### config.mk
export PLATFORM = sky130hd
export DESIGN_NAME = fifo_spi_tx_flat
export DESIGN_NICKNAME = d
export VERILOG_FILES = /design/src/rtl/fifo_spi_tx_pkg.sv /design/src/rtl/fifo_spi_tx_if.sv /design/src/rtl/fifo_spi_tx_sck_tick_gen.sv /design/src/rtl/fifo_spi_tx.sv /design/src/flat_wrapper.sv
export SDC_FILE = /design/constraint.sdc
export NUM_CORES = 1
export LEC_CHECK = 0
export BUFFER_PORTS_ARGS = -buffer_cell sky130_fd_sc_hd__buf_2
export CORE_UTILIZATION = 50
export DETAILED_ROUTE_END_ITERATION = 10
export GPL_TIMING_DRIVEN = 0
export PLACE_DENSITY = 0.73
export SYNTH_ARGS = -nofsm -noshare
export SYNTH_HDL_FRONTEND = slang
export SYNTH_SLANG_ARGS = --single-unit
### constraint.sdc
create_clock -name clk -period 4.3 [get_ports clk]
set_clock_uncertainty 0.1 [all_clocks]
set_input_delay 0.645 -clock clk [delete_from_list [all_inputs] [get_ports clk]]
set_output_delay 0.645 -clock clk [all_outputs]
set_load 0.02 [all_outputs]
### src/rtl/fifo_spi_tx_pkg.sv
// -----------------------------------------------------------------------------
// fifo_spi_pkg
//   Shared types and sizing helpers for the FIFO -> SPI drain stage.
//   state_e   : drain FSM states, IDLE -> FETCH -> LOAD -> SHIFT -> GAP.
//   div_w     : width of the sclk half-period divider ($clog2(CLK_DIV), min 1).
//   bit_cnt_w : width of the per-word bit counter ($clog2(DATA_WIDTH+1)).
//   gap_w     : width of the cs_n inter-word gap counter (min 1).
// -----------------------------------------------------------------------------
package fifo_spi_pkg;

    typedef enum logic [2:0] {
        IDLE,
        FETCH,
        LOAD,
        SHIFT,
        GAP
    } state_e;

    // A divide-by-1 still needs a one-bit counter so the port widths stay legal.
    function automatic int div_w(input int clk_div);
        return (clk_div > 1) ? $clog2(clk_div) : 1;
    endfunction

    function automatic int bit_cnt_w(input int data_width);
        return $clog2(data_width + 1);
    endfunction

    function automatic int gap_w(input int cs_gap);
        return (cs_gap > 1) ? $clog2(cs_gap) : 1;
    endfunction

endpackage

### src/rtl/fifo_spi_tx_if.sv
// -----------------------------------------------------------------------------
// fifo_spi_tx_if
//   Bundles the FIFO read port and the SPI pins seen by the drain stage.
//   fifo_empty    : FIFO empty flag                      (FIFO -> drain)
//   fifo_data_out : FIFO read data, valid cycle after rd (FIFO -> drain)
//   fifo_rd_en    : one-cycle read strobe per word       (drain -> FIFO)
//   sclk/mosi/cs_n: SPI mode-0 master outputs            (drain -> slave)
//   miso          : SPI serial data from the slave       (slave -> drain)
//   master modport: the drain stage; slave modport: the FIFO/SPI-slave side.
// -----------------------------------------------------------------------------
interface fifo_spi_tx_if #(
    parameter int DATA_WIDTH = 16
);
    logic                  fifo_empty;
    logic [DATA_WIDTH-1:0] fifo_data_out;
    logic                  fifo_rd_en;
    logic                  sclk;
    logic                  mosi;
    logic                  miso;
    logic                  cs_n;

    modport master (
        input  fifo_empty,
        input  fifo_data_out,
        input  miso,
        output fifo_rd_en,
        output sclk,
        output mosi,
        output cs_n
    );

    modport slave (
        output fifo_empty,
        output fifo_data_out,
        output miso,
        input  fifo_rd_en,
        input  sclk,
        input  mosi,
        input  cs_n
    );
endinterface

### src/rtl/fifo_spi_tx_sck_tick_gen.sv
// -----------------------------------------------------------------------------
// sck_tick_gen
//   Divides clk into sclk half-periods of CLK_DIV cycles and flags which edge
//   the next sclk transition is. The first half-period after clear ends in a
//   rise, the next in a fall, alternating.
//   clk       in  : system clock
//   rst       in  : synchronous active-high reset
//   clear     in  : restart the divider and phase (pulsed while loading a word)
//   run       in  : count only while shifting
//   rise_tick out : last cycle of a low half-period, sclk should go high
//   fall_tick out : last cycle of a high half-period, sclk should go low
// -----------------------------------------------------------------------------
module sck_tick_gen
    import fifo_spi_pkg::*;
#(
    parameter int CLK_DIV = 2
) (
    input  logic clk,
    input  logic rst,
    input  logic clear,
    input  logic run,
    output logic rise_tick,
    output logic fall_tick
);
    localparam int             DIVW     = div_w(CLK_DIV);
    localparam logic [DIVW-1:0] DIV_LAST = DIVW'(CLK_DIV - 1);

    logic [DIVW-1:0] div_cnt;
    logic            phase;     // 0: sclk currently low, 1: sclk currently high
    logic            half_done;

    assign half_done = run && (div_cnt == DIV_LAST);
    assign rise_tick = half_done && !phase;
    assign fall_tick = half_done &&  phase;

    always_ff @(posedge clk) begin
        if (rst || clear) begin
            div_cnt <= '0;
            phase   <= 1'b0;
        end else if (run) begin
            if (div_cnt == DIV_LAST) begin
                div_cnt <= '0;
                phase   <= ~phase;
            end else begin
                div_cnt <= div_cnt + 1'b1;
            end
        end
    end
endmodule

### src/rtl/fifo_spi_tx.sv
// -----------------------------------------------------------------------------
// fifo_spi_tx
//   Drain stage of the FIFO: pops one word whenever the FIFO is non-empty and
//   enable is high, then shifts it out MSB-first on an SPI mode-0 master link
//   while capturing miso into a parallel word.
//   clk        in  : system clock, rising edge
//   rst        in  : synchronous active-high reset (aborts any word in flight)
//   enable     in  : permits new words to start; a running word always finishes
//   bus        if  : FIFO read port + SPI pins (master modport)
//   busy       out : high whenever the FSM is outside IDLE
//   rx_data    out : word captured from miso during the last transfer
//   rx_valid   out : one-cycle pulse when rx_data updates (same cycle cs_n rises)
//   words_sent out : completed-word counter, wraps silently at 2^16
//   Word period = 2*CLK_DIV*DATA_WIDTH + CS_GAP + 3 clk cycles.
// -----------------------------------------------------------------------------
module fifo_spi_tx
    import fifo_spi_pkg::*;
#(
    parameter int DATA_WIDTH = 16,
    parameter int CLK_DIV    = 2,
    parameter int CS_GAP     = 2
) (
    input  logic                  clk,
    input  logic                  rst,
    input  logic                  enable,
    fifo_spi_tx_if.master         bus,
    output logic                  busy,
    output logic [DATA_WIDTH-1:0] rx_data,
    output logic                  rx_valid,
    output logic [15:0]           words_sent
);
    localparam int              BCW      = bit_cnt_w(DATA_WIDTH);
    localparam logic [BCW-1:0]  BIT_LAST = BCW'(DATA_WIDTH - 1);
    localparam int              GW       = gap_w(CS_GAP);
    localparam logic [GW-1:0]   GAP_LAST = GW'(CS_GAP - 1);

    state_e state, next_state;

    logic [DATA_WIDTH-1:0] shreg;
    logic [DATA_WIDTH-1:0] rxreg;
    logic [BCW-1:0]        bit_cnt;
    logic [GW-1:0]         gap_cnt;

    logic rd_en_q, sclk_q, mosi_q, cs_n_q;
    logic rise_tick, fall_tick, last_fall;

    assign bus.fifo_rd_en = rd_en_q;
    assign bus.sclk       = sclk_q;
    assign bus.mosi       = mosi_q;
    assign bus.cs_n       = cs_n_q;

    // Divider restarts on every word so each SHIFT begins with a full low
    // half-period and lasts exactly 2*CLK_DIV*DATA_WIDTH cycles.
    sck_tick_gen #(
        .CLK_DIV (CLK_DIV)
    ) u_tick (
        .clk       (clk),
        .rst       (rst),
        .clear     (state == LOAD),
        .run       (state == SHIFT),
        .rise_tick (rise_tick),
        .fall_tick (fall_tick)
    );

    assign last_fall = fall_tick && (bit_cnt == BIT_LAST);

    // ---------------- FSM state register ----------------
    always_ff @(posedge clk) begin
        if (rst) state <= IDLE;
        else     state <= next_state;
    end

    // ---------------- FSM next state ----------------
    // fifo_empty only matters in IDLE; once a word is fetched it runs to GAP.
    always_comb begin
        next_state = state;
        case (state)
            IDLE:    if (enable && !bus.fifo_empty) next_state = FETCH;
            FETCH:   next_state = LOAD;
            LOAD:    next_state = SHIFT;
            SHIFT:   if (last_fall) next_state = GAP;
            GAP:     if (gap_cnt == GAP_LAST) next_state = IDLE;
            default: next_state = IDLE;
        endcase
    end

    // ---------------- registered outputs and datapath ----------------
    always_ff @(posedge clk) begin
        if (rst) begin
            rd_en_q    <= 1'b0;
            sclk_q     <= 1'b0;
            mosi_q     <= 1'b0;
            cs_n_q     <= 1'b1;
            busy       <= 1'b0;
            rx_data    <= '0;
            rx_valid   <= 1'b0;
            words_sent <= '0;
            shreg      <= '0;
            rxreg      <= '0;
            bit_cnt    <= '0;
            gap_cnt    <= '0;
        end else begin
            // Registered from next_state so these line up with the state itself.
            rd_en_q  <= (next_state == FETCH);
            busy     <= (next_state != IDLE);
            rx_valid <= 1'b0;
            gap_cnt  <= (state == GAP) ? gap_cnt + 1'b1 : '0;

            case (state)
                LOAD: begin
                    // MSB goes straight to mosi; shreg holds the remaining bits
                    // already aligned so shreg's MSB is always the next bit out.
                    mosi_q  <= bus.fifo_data_out[DATA_WIDTH-1];
                    shreg   <= {bus.fifo_data_out[DATA_WIDTH-2:0], 1'b0};
                    cs_n_q  <= 1'b0;
                    bit_cnt <= '0;
                end
                SHIFT: begin
                    if (rise_tick) begin
                        sclk_q <= 1'b1;
                        rxreg  <= {rxreg[DATA_WIDTH-2:0], bus.miso};
                    end
                    if (fall_tick) begin
                        sclk_q <= 1'b0;
                        if (last_fall) begin
                            // Word complete: mosi is left alone on this fall.
                            rx_data    <= rxreg;
                            rx_valid   <= 1'b1;
                            words_sent <= words_sent + 16'd1;
                            cs_n_q     <= 1'b1;
                        end else begin
                            mosi_q  <= shreg[DATA_WIDTH-1];
                            shreg   <= {shreg[DATA_WIDTH-2:0], 1'b0};
                            bit_cnt <= bit_cnt + 1'b1;
                        end
                    end
                end
                default: ;
            endcase
        end
    end
endmodule
### src/flat_wrapper.sv
// flat-port wrapper written by rule: the top's interface ports become plain ports
module fifo_spi_tx_flat import fifo_spi_pkg::*;
#(
    parameter int DATA_WIDTH = 16,
    parameter int CLK_DIV    = 2,
    parameter int CS_GAP     = 2
)
  (clk, rst, enable, busy, rx_data, rx_valid, words_sent, bus_fifo_empty, bus_fifo_data_out, bus_miso, bus_fifo_rd_en, bus_sclk, bus_mosi, bus_cs_n);
  fifo_spi_tx_if #(.DATA_WIDTH(DATA_WIDTH)) bus_i ();
  input  logic clk;
  input  logic rst;
  input  logic enable;
  output logic busy;
  output logic [DATA_WIDTH-1:0] rx_data;
  output logic rx_valid;
  output logic [15:0] words_sent;
  input wire logic [$bits(bus_i.fifo_empty)-1:0] bus_fifo_empty;
  input wire logic [$bits(bus_i.fifo_data_out)-1:0] bus_fifo_data_out;
  input wire logic [$bits(bus_i.miso)-1:0] bus_miso;
  output wire logic [$bits(bus_i.fifo_rd_en)-1:0] bus_fifo_rd_en;
  output wire logic [$bits(bus_i.sclk)-1:0] bus_sclk;
  output wire logic [$bits(bus_i.mosi)-1:0] bus_mosi;
  output wire logic [$bits(bus_i.cs_n)-1:0] bus_cs_n;
  assign bus_i.fifo_empty = bus_fifo_empty;
  assign bus_i.fifo_data_out = bus_fifo_data_out;
  assign bus_i.miso = bus_miso;
  assign bus_fifo_rd_en = bus_i.fifo_rd_en;
  assign bus_sclk = bus_i.sclk;
  assign bus_mosi = bus_i.mosi;
  assign bus_cs_n = bus_i.cs_n;
  fifo_spi_tx #(.DATA_WIDTH(DATA_WIDTH), .CLK_DIV(CLK_DIV), .CS_GAP(CS_GAP)) u_core (.clk(clk), .rst(rst), .enable(enable), .bus(bus_i), .busy(busy), .rx_data(rx_data), .rx_valid(rx_valid), .words_sent(words_sent));
endmodule
After elaboration in Yosys (flattened, before gate mapping)
Cells that the tools add are included.

Bits of input ports: 21. Logic and storage cells: 72. Output and inout bits: 38. Flip-flop bits (word level): 81.

Bitwise operators: 4. Equality and inequality tests: 9. $add $sub $neg: 4. Reductions and logical operators: 20. Muxes and demuxes: 20.

Operator list (number): 2-to-1 mux 16 bit (2); one-hot mux 16 bit (2 select lines) (1); adder 16 x 1 -> 16 bit, second input constant (1); one-hot mux 3 bit (5 select lines) (1); 2-to-1 mux 5 bit (2); one-hot mux 5 bit (2 select lines) (1); 2-to-1 mux 3 bit (3); AND reduction 3 bit (3); 2-to-1 mux 1 bit (8); equality test 3 x 1 -> 1 bit, second input constant (2); equality test 3 x 2 -> 1 bit, second input constant (2); AND reduction 2 bit (3); adder 5 x 1 -> 5 bit, second input constant (1); equality test 5 x 4 -> 1 bit, second input constant (1); logical AND 1 bit (5); != test 2 x 1 -> 1 bit, second input constant (2); NOT 1 bit (4); one-hot mux 1 bit (2 select lines) (2); nonzero test 2 bit (2); equality test 3 bit, second input constant (1); logical NOT 3 bit (1); nonzero test 3 bit (1); OR reduction 3 bit (1); adder 1 bit, second input constant (2); 4 further kinds (5).

Depth between registers and ports, before layout
Gate-level depths: netlist of run 1.

Depth after elaboration: 7. Gate-level depth with buffers: 9.

Hierarchy
From an unflattened synthesis of run 1, not the netlist that was laid out.

Cells, all modules: 386. Area, all modules: 3246.9 µm².

By module, submodules not included: fifo_spi_tx (cells an instance 377, area each 3151.8 µm², instances 1); sck_tick_gen (cells an instance 9, area each 95.1 µm², instances 1).

Worst setup path after synthesis of run 1
Ideal clock, no wire load.

Path kind: reg-to-reg. From: register u_core.bit_cnt[0]. To: register u_core.words_sent[13]. Path slack: 2.012 ns. Data arrival time: 2.117 ns. Data required time: 4.129 ns. Cell stages (with the launch flop): 9. Clock period less this slack: 2.288 ns. Path through: dfxtp_1 -> ha_1 -> and3_1 -> ha_1 -> nand4_2 -> or3_1 -> buf_2 -> or4_1 -> a21oi_1.

Longest elaborated chain between the ends: 3.

RTL lines: start: declaration (RTL line fifo_spi_tx.sv:41) `logic [BCW-1:0] bit_cnt;`; start signal: assignment (RTL line fifo_spi_tx.sv:134) `bit_cnt <= bit_cnt + 1'b1;`; equality test 5 x 4 -> 1 bit (RTL line fifo_spi_tx.sv:65) `assign last_fall = fall_tick && (bit_cnt == BIT_LAST);`; logical AND 1 bit (RTL line fifo_spi_tx.sv:65); AND reduction 3 bit (no line); end signal: assignment (RTL line fifo_spi_tx.sv:129) `words_sent <= words_sent + 16'd1;`; end: declaration (RTL line fifo_spi_tx.sv:30) `output logic [15:0] words_sent`.

No other way between the ends. A chain may end at the register's enable or synchronous reset.

Worst setup path in the final report of run 1
From: register u_core.bit_cnt[0]. To: register u_core.rx_data[14].

Longest elaborated chain between the ends: 3.

RTL lines: equality test 5 x 4 -> 1 bit (RTL line fifo_spi_tx.sv:65); logical AND 1 bit (RTL line fifo_spi_tx.sv:65); AND reduction 3 bit (no line); end signal: assignment (RTL line fifo_spi_tx.sv:127) `rx_data <= rxreg;`; end: declaration (RTL line fifo_spi_tx.sv:28) `output logic [DATA_WIDTH-1:0] rx_data,`.

No other way between the ends.

==> results of run 1 <==
critical path, delay by kind of cell, from the launching register on:
| kind | cells | cell delay [ns] |
|---|---|---|
| buffers and inverters | 1 | 0.43 |
| adders and majority gates | 2 | 0.37 |
| DFF | 1 | 0.38 |
| and+or+nand+nor | 4 | 1.12 |
| AOI/OAI and AO/OA | 1 | 0.15 |
cell usage after synthesis:
cell type | count | area (sq um)
nand2_1 | 88 | 330
dfxtp_1 | 80 | 1600
a21oi_1 | 45 | 225
nor2_1 | 38 | 143
nand3_1 | 24 | 120
clkbuf_1 | 23 | 86.3
a311oi_1 | 15 | 131
xnor2_1 | 8 | 70.1
inv_1 | 5 | 18.8
o21ai_0 | 5 | 25.0
or3_1 | 5 | 31.3
and3_1 | 4 | 25.0
nand3b_1 | 4 | 30.0
ha_1 | 3 | 37.5
mux2i_1 | 3 | 30.0
nor3_1 | 3 | 15.0
xor2_1 | 3 | 26.3
a211oi_1 | 2 | 15.0
and4_1 | 2 | 17.5
buf_2 | 2 | 10.0
nand2b_1 | 2 | 12.5
nand4_1 | 2 | 12.5
nor4b_1 | 2 | 17.5
o31ai_1 | 2 | 15.0
or2_2 | 2 | 12.5
or4_1 | 2 | 15.0
a221o_1 | 1 | 10.0
and2b_1 | 1 | 7.51
and4b_1 | 1 | 10.0
buf_1 | 1 | 3.75
buf_6 | 1 | 11.3
nand4_2 | 1 | 12.5
nand4b_1 | 1 | 8.76
nor3b_1 | 1 | 7.51
nor3b_2 | 1 | 12.5
nor4_1 | 1 | 6.26
or2b_1 | 1 | 7.51
or3b_2 | 1 | 8.76
or4b_1 | 1 | 10.0
through the flow:
step / hold slack, ns / instances / cell area [sq um]
after floorplan: 0.332 / 387 / 3190
after global placement: 0.342 / 520 / 3570
after detailed placement: 0.345 / 520 / 3570
after CTS: 0.356 / 536 / 3760
after global routing: 0.371 / 536 / 3760
final: 0.356 / 536 / 3760
flip-flops by register name, summed over array words and instances, names as in the netlist, 3 cells and up:
| name | count |
|---|---|
| u_core.shreg | 15 |
| u_core.state | 3 |
| u_core.bit_cnt | 5 |
| u_core.rxreg | 16 |
| u_core.rx_data | 16 |
| u_core.words_sent | 16 |
layout make-up:
cell class,instances,area [sq um]
repair buffers,58,290
clock inverters,2,12.5
clock buffers,14,173
flip-flops and latches,80,1600
plain buffers,27,111
inverters,5,18.8
multi-input cells,275,1460
fillers,559,2270
well taps,75,93.8
worst max-delay path by stage:
| stage | startpoint | end | slack, ns | depth (start not counted) |
|---|---|---|---|---|
| floorplan | u_core.bit_cnt[0] | u_core.words_sent[13] | 2.01 | 8 |
| global placement | u_core.bit_cnt[0] | u_core.bit_cnt[4] | 1.72 | 8 |
| detailed placement | u_core.bit_cnt[0] | u_core.rx_data[14] | 1.67 | 8 |
| CTS | u_core.bit_cnt[0] | u_core.rx_data[14] | 1.65 | 8 |
| global route | u_core.bit_cnt[0] | u_core.rx_data[7] | 1.36 | 8 |
| finish | u_core.bit_cnt[0] | u_core.rx_data[14] | 1.66 | 8 |
cells in the final DEF, fill, tap and decap left out, types with 4 or more instances in the layout:
cell and count:
nand2_1 88, dfxtp_1 80, xnor2_1 8, o21ai_0 5, clkbuf_8 12, inv_1 5, buf_2 60, and3_1 4
nand3b_1 4, a311oi_1 15, a21oi_1 45, nand3_1 24, clkbuf_1 25, or3_1 5, nor2_1 38
power by group:
group	internal, W	leakage [nW]	switching (W)
clock network	0.000257	0.0927	0.000254
logic	0.0000320	0.705	0.0000562
registers	0.000757	0.647	0.00000889
metal layers:
layer / track usage, % / wire length, um / up-vias
li1: - / - / 1464
met1: 27.7 / 3260 / 1326
met2: 36.6 / 3150 / 69
met3: 7.00 / 359 / 8
met4: 4.74 / 61 / 0
met5: 0 / 0 / -
kinds of logic (layout without fill, tap and decap cells):
logic type	count (synthesis)	after routing	synth area share (%)
compound gates	70	70	13.2
flops	80	80	50.2
simple gates	188	188	27.4
buf+inv	32	106	4.08
mux	3	3	0.941
xor+xnor	11	11	3.02
fa+ha+maj	3	3	1.18
==> impl_metrics.ini, run 1 <==
[power]
p_leak_nw = 1.44
powerDensity_nw_per_um2 = 363
power_w = 0.00136
irDropWorstVdd_uv = 257

[floorplan]
row_count = 28
num_io_pins = 59
initial_core_util_pct = 52.9
die_x_um = 81.9
coreArea_sq_um = 6030
die_h_um = 81.9
dieArea_sq_um = 6700

[finish]
n_antenna_cell = 0
layout-drive-gt1-share_pct = 17.4
area_delta_synth_final_pct = 17.8
post-route-util_pct = 62.4
nNetsFinal = 480

[worst_setup_path]
cp_slowest_cell = nor2_1
critical_path_class = reg2reg
path_max_fanout = 10
r2r_end = u_core.rx_data[14]
crit_path_cell_trace = ha_1 -> and3_1 -> ha_1 -> nand4_2 -> nor2_1 -> clkbuf_1 -> nand2_1 -> a21oi_1
end_kind = flop
rr_startpoint = u_core.bit_cnt[0]
crit_arrival_ns = 2.80
ff2ff_setup_slack_ns = 1.66
cp-start-kind = flop
crit_required_ns = 4.46
crit_path_frequent_cell = ha_1
slowest_delay_ns = 0.63
reg2reg_depth = 8

[grt]
antenna_found_initial = 0
grt_pass1_vias = 2460
grt_usage_pct = 22.0
grt_max_degree = 13
grt_pass1_wl_um = 11200
grt-ovfl-total = 0

[drt]
first_iter_violations = 167
routed_wl_um = 6830
drtAntennaViolNets = 0
vias = 2867
viasPerCell = 5.35
dr.pass1.iters = 4
drc_errors = 0
wl_per_cell_um = 12.7

[clocking]
holdBufCountCts = 0
htreeDepth = 3
clockBufferDepth = 2
cts_resized = 0
clockRootBuffer = clkbuf_8
clk_latency_ns = 0.34
cts_buffers = 9
clk_pin_slew_ns = 0.07
cts_setup_buffers = 0
numClockSinks = 80
cts_tree = yes

[sta]
rsz0062_at_grt = no
slew_viol_final = 0
finalCriticalPeriod_ns = 2.64
finalSetupViolations = 0
post-route-worst-setup-slack_ns = 1.66
period_share_pct = 61.4
setup_tns_ns = 0
fmax_mhz = 379
slew_headroom_pct = 50.6
hold_viol = 0
tightest_slew_ns = 0.739

[min_path]
hold_class = reg2reg
worstHoldStart = u_core.rx_data[8]
worstHoldPathCells = 2
whs_endpoint = u_core.rx_data[8]

[synthesis]
synth_nets = 411
syn-instance-count = 387
synth_cell_type_count = 39
syn_avg_cell_area_sq_um = 8.24
yosysWarnings = 0
synth-seq-area-share_pct = 50.2
yosys_register_bits = 80
synth.cell_area_sq_um = 3190

[placed_design]
dp_hpwl_um = 4930
io_buffers = 58
place_congestion = 0.786
pre_cts_slack_ns = 1.67

[status]
run_status = completed

[run]
drv_cap = 0
Note: power is estimated with default switching activity, not from simulation.
==> run 2: changes to the inputs <==
==> constraint.sdc (replaced) <==
create_clock -name clk -period 2.5 [get_ports clk]
set_clock_uncertainty 0.1 [all_clocks]
set_input_delay 0.375 -clock clk [delete_from_list [all_inputs] [get_ports clk]]
set_output_delay 0.375 -clock clk [all_outputs]
set_load 0.02 [all_outputs]
==> run 2 against run 1 <==
Die area unchanged. Sequential power increased by 73%. Global-route usage increased by 0.21 points. Cell area increased by 1.3%. Sequential cell count unchanged. Critical path type unchanged. Largest cell class unchanged. Largest power group unchanged.
==> impl_metrics.ini, run 2 (synthesis gave the netlist of run 1 again) <==
[status]
run_status = completed

[worst_setup_path]
r2r_end = u_core.words_sent[11]
crit_cells = 8
reg2reg_depth = 8
cp_slowest_cell = or4b_1
path_max_fanout = 9
end_kind = flop
rr_startpoint = u_core.bit_cnt[1]
cp_num_buf_inv = 1
critical_path_class = reg2reg
ff2ff_setup_slack_ns = 0.10
crit_required_ns = 2.68
cp-start-kind = flop
slowest_delay_ns = 0.50
crit_path_cell_trace = ha_2 -> and3_1 -> ha_4 -> nand4_4 -> or3_1 -> clkbuf_4 -> or4b_1 -> a21oi_1
crit_arrival_ns = 2.58
crit_family = simple AND/OR/NAND/NOR gates

[finish]
fin_cells = 537
nNetsFinal = 481
largest_registers = u_core.rx_data x16, u_core.rxreg x16, u_core.words_sent x16
n_antenna_cell = 0
layout_common_cells = nand2_1 (88), dfxtp_1 (78), buf_2 (59)
area_delta_synth_final_pct = 19.4
layout-drive-gt1-share_pct = 19.7
layout_commonest_cell = nand2_1

[floorplan]
die_h_um = 81.9
initial_core_util_pct = 52.9
row_count = 28
coreArea_sq_um = 6030
num_io_pins = 59
dieArea_sq_um = 6700
die_x_um = 81.9

[sta]
finalSetupViolations = 0
period_share_pct = 95.9
finalCriticalPeriod_ns = 2.40
tightest_slew_ns = 0.539
fmax_mhz = 417
post-route-worst-setup-slack_ns = 0.103
slew_viol_final = 0
hold_viol = 0
slew_headroom_pct = 64.1

[grt]
grt_usage_pct = 22.2
grt_pass1_vias = 2464
grt-ovfl-total = 0
grt_max_degree = 13
grt_pass1_wl_um = 11300
antenna_found_initial = 0

[drt]
drtAntennaViolNets = 0
vias = 2862
wl_per_cell_um = 13.1
dr.pass1.iters = 4
first_iter_violations = 150
drc_errors = 0
routed_wl_um = 7030
viasPerCell = 5.33

[clocking]
cts_tree = yes
htreeDepth = 3
clockRootBuffer = clkbuf_8
clockBufferDepth = 2
clk_latency_ns = 0.34
numClockSinks = 80
holdBufCountCts = 0
clk_pin_slew_ns = 0.08
cts_buffers = 9

[power]
p_clk_share_pct = 37.6
p_int_w = 0.00180
seqPwrFrac_pct = 55.8
p_switching_w = 0.000559
switching_share_pct = 23.7
powerDensity_nw_per_um2 = 619
power_w = 0.00236
irDropWorstVdd_uv = 444
combPwrFrac_pct = 6.5
p_leak_nw = 1.47

[run]
drv_cap = 0

[min_path]
worstHoldPathCells = 2
whs_endpoint = u_core.state[1]
worstHoldStart = rst
hold_class = in2reg

[placed_design]
pre_cts_slack_ns = -0.125
dp_hpwl_um = 4930
io_buffers = 58
place_congestion = 0.786
dpl.cell_count = 520
==> run 2: metrics by stage <==
step / cell area, sq um / setup TNS [ns] / hold WS, ns / util, %
floorplan: 3190 / 0 / 0.332 / -
global placement: 3570 / -0.913 / 0.342 / 59.3
detailed placement: 3570 / -2.08 / 0.345 / 59.3
CTS: 3780 / 0 / 0.139 / 62.7
global route: 3810 / -0.00836 / 0.132 / 63.2
finish: 3810 / 0 / 0.150 / 63.2
==> run 2: area by class of cell <==
| cell class | instances | area [sq um] |
|---|---|---|
| Buffer | 26 | 114 |
| Clock inverter | 2 | 12.5 |
| Fill cell | 558 | 2220 |
| Tap cell | 75 | 93.8 |
| Sequential cell | 80 | 1600 |
| Timing Repair Buffer | 60 | 305 |
| Inverter | 5 | 18.8 |
| Clock buffer | 14 | 173 |
| Multi-Input combinational cell | 275 | 1490 |
==> run 2: repair_timing <==
| action | in CTS | in global routing |
|---|---|---|
| setup buffers | 0 | 2 |
| endpoints found under the setup margin | 30 | 30 |
| resized for setup | 6 | 6 |
==> run 2: worst max-delay path by stage <==
stage                            from               endpoint  slack (ns)
CTS                 u_core.bit_cnt[0]  u_core.words_sent[13]        0.02
floorplan           u_core.bit_cnt[0]  u_core.words_sent[13]        0.21
detailed placement  u_core.bit_cnt[0]     u_core.rx_data[14]       -0.13
finish              u_core.bit_cnt[1]  u_core.words_sent[11]        0.10
global placement    u_core.bit_cnt[0]      u_core.bit_cnt[4]       -0.08
global route        u_core.bit_cnt[0]  u_core.words_sent[11]      -0.004
==> run 2: power by group through the flow <==
stage	clock, W	combinational (W)	sequential (W)
floorplan	0	0.0000952	0.00135
CTS	0.000906	0.000155	0.00132
detailed placement	0	0.000153	0.00135
finish	0.000887	0.000154	0.00132
global route	0.000958	0.000171	0.00132
global placement	0	0.000150	0.00135
==> run 2: per-layer routing <==
metal	vias to the layer above	global-route usage [%]	routed length, um
met4	0	4.74	58
met3	6	7.00	350
met1	1316	27.9	3440
li1	1470	-	-
met2	70	37.0	3190
met5	-	0	0
==> run 3: changes to the inputs <==
--- a/config.mk
+++ b/config.mk
@@ -5,11 +5,12 @@
 export SDC_FILE = /design/constraint.sdc
 export NUM_CORES = 1
 export LEC_CHECK = 0
+export ABC_AREA = 1
 export BUFFER_PORTS_ARGS = -buffer_cell sky130_fd_sc_hd__buf_2
 export CORE_UTILIZATION = 50
 export DETAILED_ROUTE_END_ITERATION = 10
 export GPL_TIMING_DRIVEN = 0
-export PLACE_DENSITY = 0.73
+export PLACE_DENSITY = 0.72
 export SYNTH_ARGS = -nofsm -noshare
 export SYNTH_HDL_FRONTEND = slang
 export SYNTH_SLANG_ARGS = --single-unit
==> run 3 against run 2 <==
Combinational power is 16% higher. Worst hold slack better by 0.035 ns. Total power up 12%. Register-to-register slack better by 0.46 ns. Clock power rose by 30%. Via count is 12% higher. Critical path depth rose by 2. Fmax increased by 24%. Utilization decreased by 0.51 points. Sequential cell count did not move. Die area is 8.4% higher.
==> impl_metrics.ini, run 3 <==
[finish]
layout_commonest_cell = nand2_1
layout_common_cells = nand2_1 (171), nor2_1 (89), dfxtp_1 (80)
largest_registers = u_core.rx_data x16, u_core.rxreg x16, u_core.words_sent x16
area_delta_synth_final_pct = 18.2
nNetsFinal = 580
n_antenna_cell = 0
layout-drive-gt1-share_pct = 17.6
fillers = 636
regArea_sq_um = 1600
multiInputGateArea_sq_um = 1650
finish.instance_area_sq_um = 4100

[synthesis]
synth_ff_type = dfxtp_1
synth-seq-area-share_pct = 46.2
syn-instance-count = 487
async_flop_share_pct = 0
syn_avg_cell_area_sq_um = 7.11
synth_top_area_cell = dfxtp_1
synth_cell_type_count = 27
synth_edf_count = 0
synth.cell_area_sq_um = 3460
synth.most_common_cell = nand2_1
synth_common_cells = nand2_1 (171), nor2_1 (89), dfxtp_1 (80)
synth_area_leaders = dfxtp_1 (46%), nand2_1 (19%), nor2_1 (9.6%)
yosys_register_bits = 80
yosysWarnings = 0
yosysTopAreaCellShare_pct = 46.2
synth_nets = 511

[floorplan]
die_h_um = 85.2
coreArea_sq_um = 6530
initial_core_util_pct = 53.0
num_io_pins = 59
die_x_um = 85.2
dieArea_sq_um = 7270
row_count = 29

[worst_setup_path]
rr_startpoint = u_core.bit_cnt[0]
crit_path_cell_trace = ha_1 -> nand2_1 -> nor2_1 -> ha_1 -> nand3_4 -> nand2_1 -> inv_2 -> buf_6 -> nand2_1 -> nand2_1
end_kind = flop
crit_family = simple AND/OR/NAND/NOR gates
r2r_end = u_core.rx_data[15]
cp_num_buf_inv = 2
crit_arrival_ns = 2.08
critical_path_class = reg2reg
ff2ff_setup_slack_ns = 0.56
cp-start-kind = flop
crit_required_ns = 2.65
reg2reg_depth = 10
crit_path_frequent_cell = nand2_1
path_max_fanout = 10
slowest_delay_ns = 0.39
cp_slowest_cell = dfxtp_1

[clocking]
cts_resized = 0
clk_latency_ns = 0.35
numClockSinks = 80
clockRootBuffer = clkbuf_8
htreeDepth = 3
cts_buffers = 9
cts_tree = yes
clockBufferDepth = 2
clk_pin_slew_ns = 0.07
holdBufCountCts = 0
cts_setup_buffers = 0

[min_path]
worstHoldStart = bus_miso
worstHoldPathCells = 3
hold_class = in2reg
whs_endpoint = u_core.rxreg[0]

[sta]
period_share_pct = 77.4
rsz0062_at_grt = no
fmax_mhz = 517
hold_viol = 0
slew_headroom_pct = 52.9
setup_tns_ns = 0
post-route-worst-setup-slack_ns = 0.565
tightest_slew_ns = 0.707
finalCriticalPeriod_ns = 1.94
finalSetupViolations = 0
slew_viol_final = 0

[power]
seqPwrFrac_pct = 49.8
combPwrFrac_pct = 6.8
irDropWorstVdd_uv = 389
p_int_w = 0.00206
p_switching_w = 0.000588
p_leak_nw = 1.86
powerDensity_nw_per_um2 = 647
switching_share_pct = 22.2
p_clk_share_pct = 43.4

[drt]
drtAntennaViolNets = 0
vias = 3219
dr.pass1.iters = 5
routed_wl_um = 7660
first_iter_violations = 183
drc_errors = 0
wl_per_cell_um = 12.0
viasPerCell = 5.05

[status]
run_status = completed

[grt]
grt_usage_pct = 22.8
grt_pass1_vias = 2998
grt_pass1_wl_um = 13300
antenna_found_initial = 0
grt-ovfl-total = 0
grt_max_degree = 14

[placed_design]
place_congestion = 0.817
io_buffers = 58
dpl_cell_area_sq_um = 3850
pre_cts_slack_ns = 0.582
dp_hpwl_um = 5320

[run]
drv_cap = 0
-- run 3: metal layers --
metal	vias up	wire length (um)	global-route usage, %
li1	1677	-	-
met1	1453	3710	30.1
met2	78	3440	35.7
met3	11	397	6.32
met4	0	106	8.63
met5	-	0	0
-- run 3: cells by family after synthesis --
| family | Yosys count | synth area share (%) |
|---|---|---|
| simple gates | 294 | 36.3 |
| flops | 80 | 46.2 |
| compound gates | 64 | 9.28 |
| buf+inv | 42 | 6.14 |
| xor+xnor | 4 | 1.01 |
| fa+ha+maj | 3 | 1.08 |
-- run 3: cell type report --
type / instances / share of cell area (%)
inverter: 25 / 2.35
clock buffer: 11 / 3.45
tap: 77 / 2.35
sequential: 80 / 39.1
clock inverter: 5 / 2.54
timing repair buffer: 58 / 7.09
buffer: 17 / 2.84
multi-input combinational: 365 / 40.3
-- run 3: worst max-delay path by stage --
stage / start / endpoint / slack (ns) / cells past startpoint
finish: u_core.bit_cnt[0] / u_core.rx_data[15] / 0.56 / 10
global route: u_core.bit_cnt[0] / u_core.bus.fifo_rd_en / 0.36 / 7
CTS: u_core.bit_cnt[0] / u_core.rx_data[15] / 0.57 / 10
detailed placement: u_core.bit_cnt[0] / u_core.rx_data[14] / 0.58 / 10
global placement: u_core.bit_cnt[0] / u_core.rx_data[8] / 0.63 / 10
floorplan: u_core.bit_cnt[0] / u_core.shreg[10] / 0.85 / 10
-- run 3: stage by stage --
stage	cells	hold slack [ns]	util [%]	power (W)
floorplan	487	0.321	-	0.00147
global placement	622	0.326	59.0	0.00152
detailed placement	622	0.331	59.0	0.00153
CTS	638	0.185	62.7	0.00266
global route	638	0.185	62.7	0.00274
finish	638	0.185	62.7	0.00265
-- run 3: worst reg2reg max path, delay by kind of cell, from the launching register on --
family	cells	cell delay, ns
and+or+nand+nor	6	0.64
buffers and inverters	2	0.26
adders and majority gates	2	0.44
DFF	1	0.39
-- run 3: power groups by stage --
stage / Clock [W] / Combinational, W / Sequential [W]
CTS: 0.00116 / 0.000178 / 0.00132
floorplan: 0 / 0.000118 / 0.00136
detailed placement: 0 / 0.000176 / 0.00135
global placement: 0 / 0.000175 / 0.00135
finish: 0.00115 / 0.000179 / 0.00132
global route: 0.00122 / 0.000202 / 0.00132
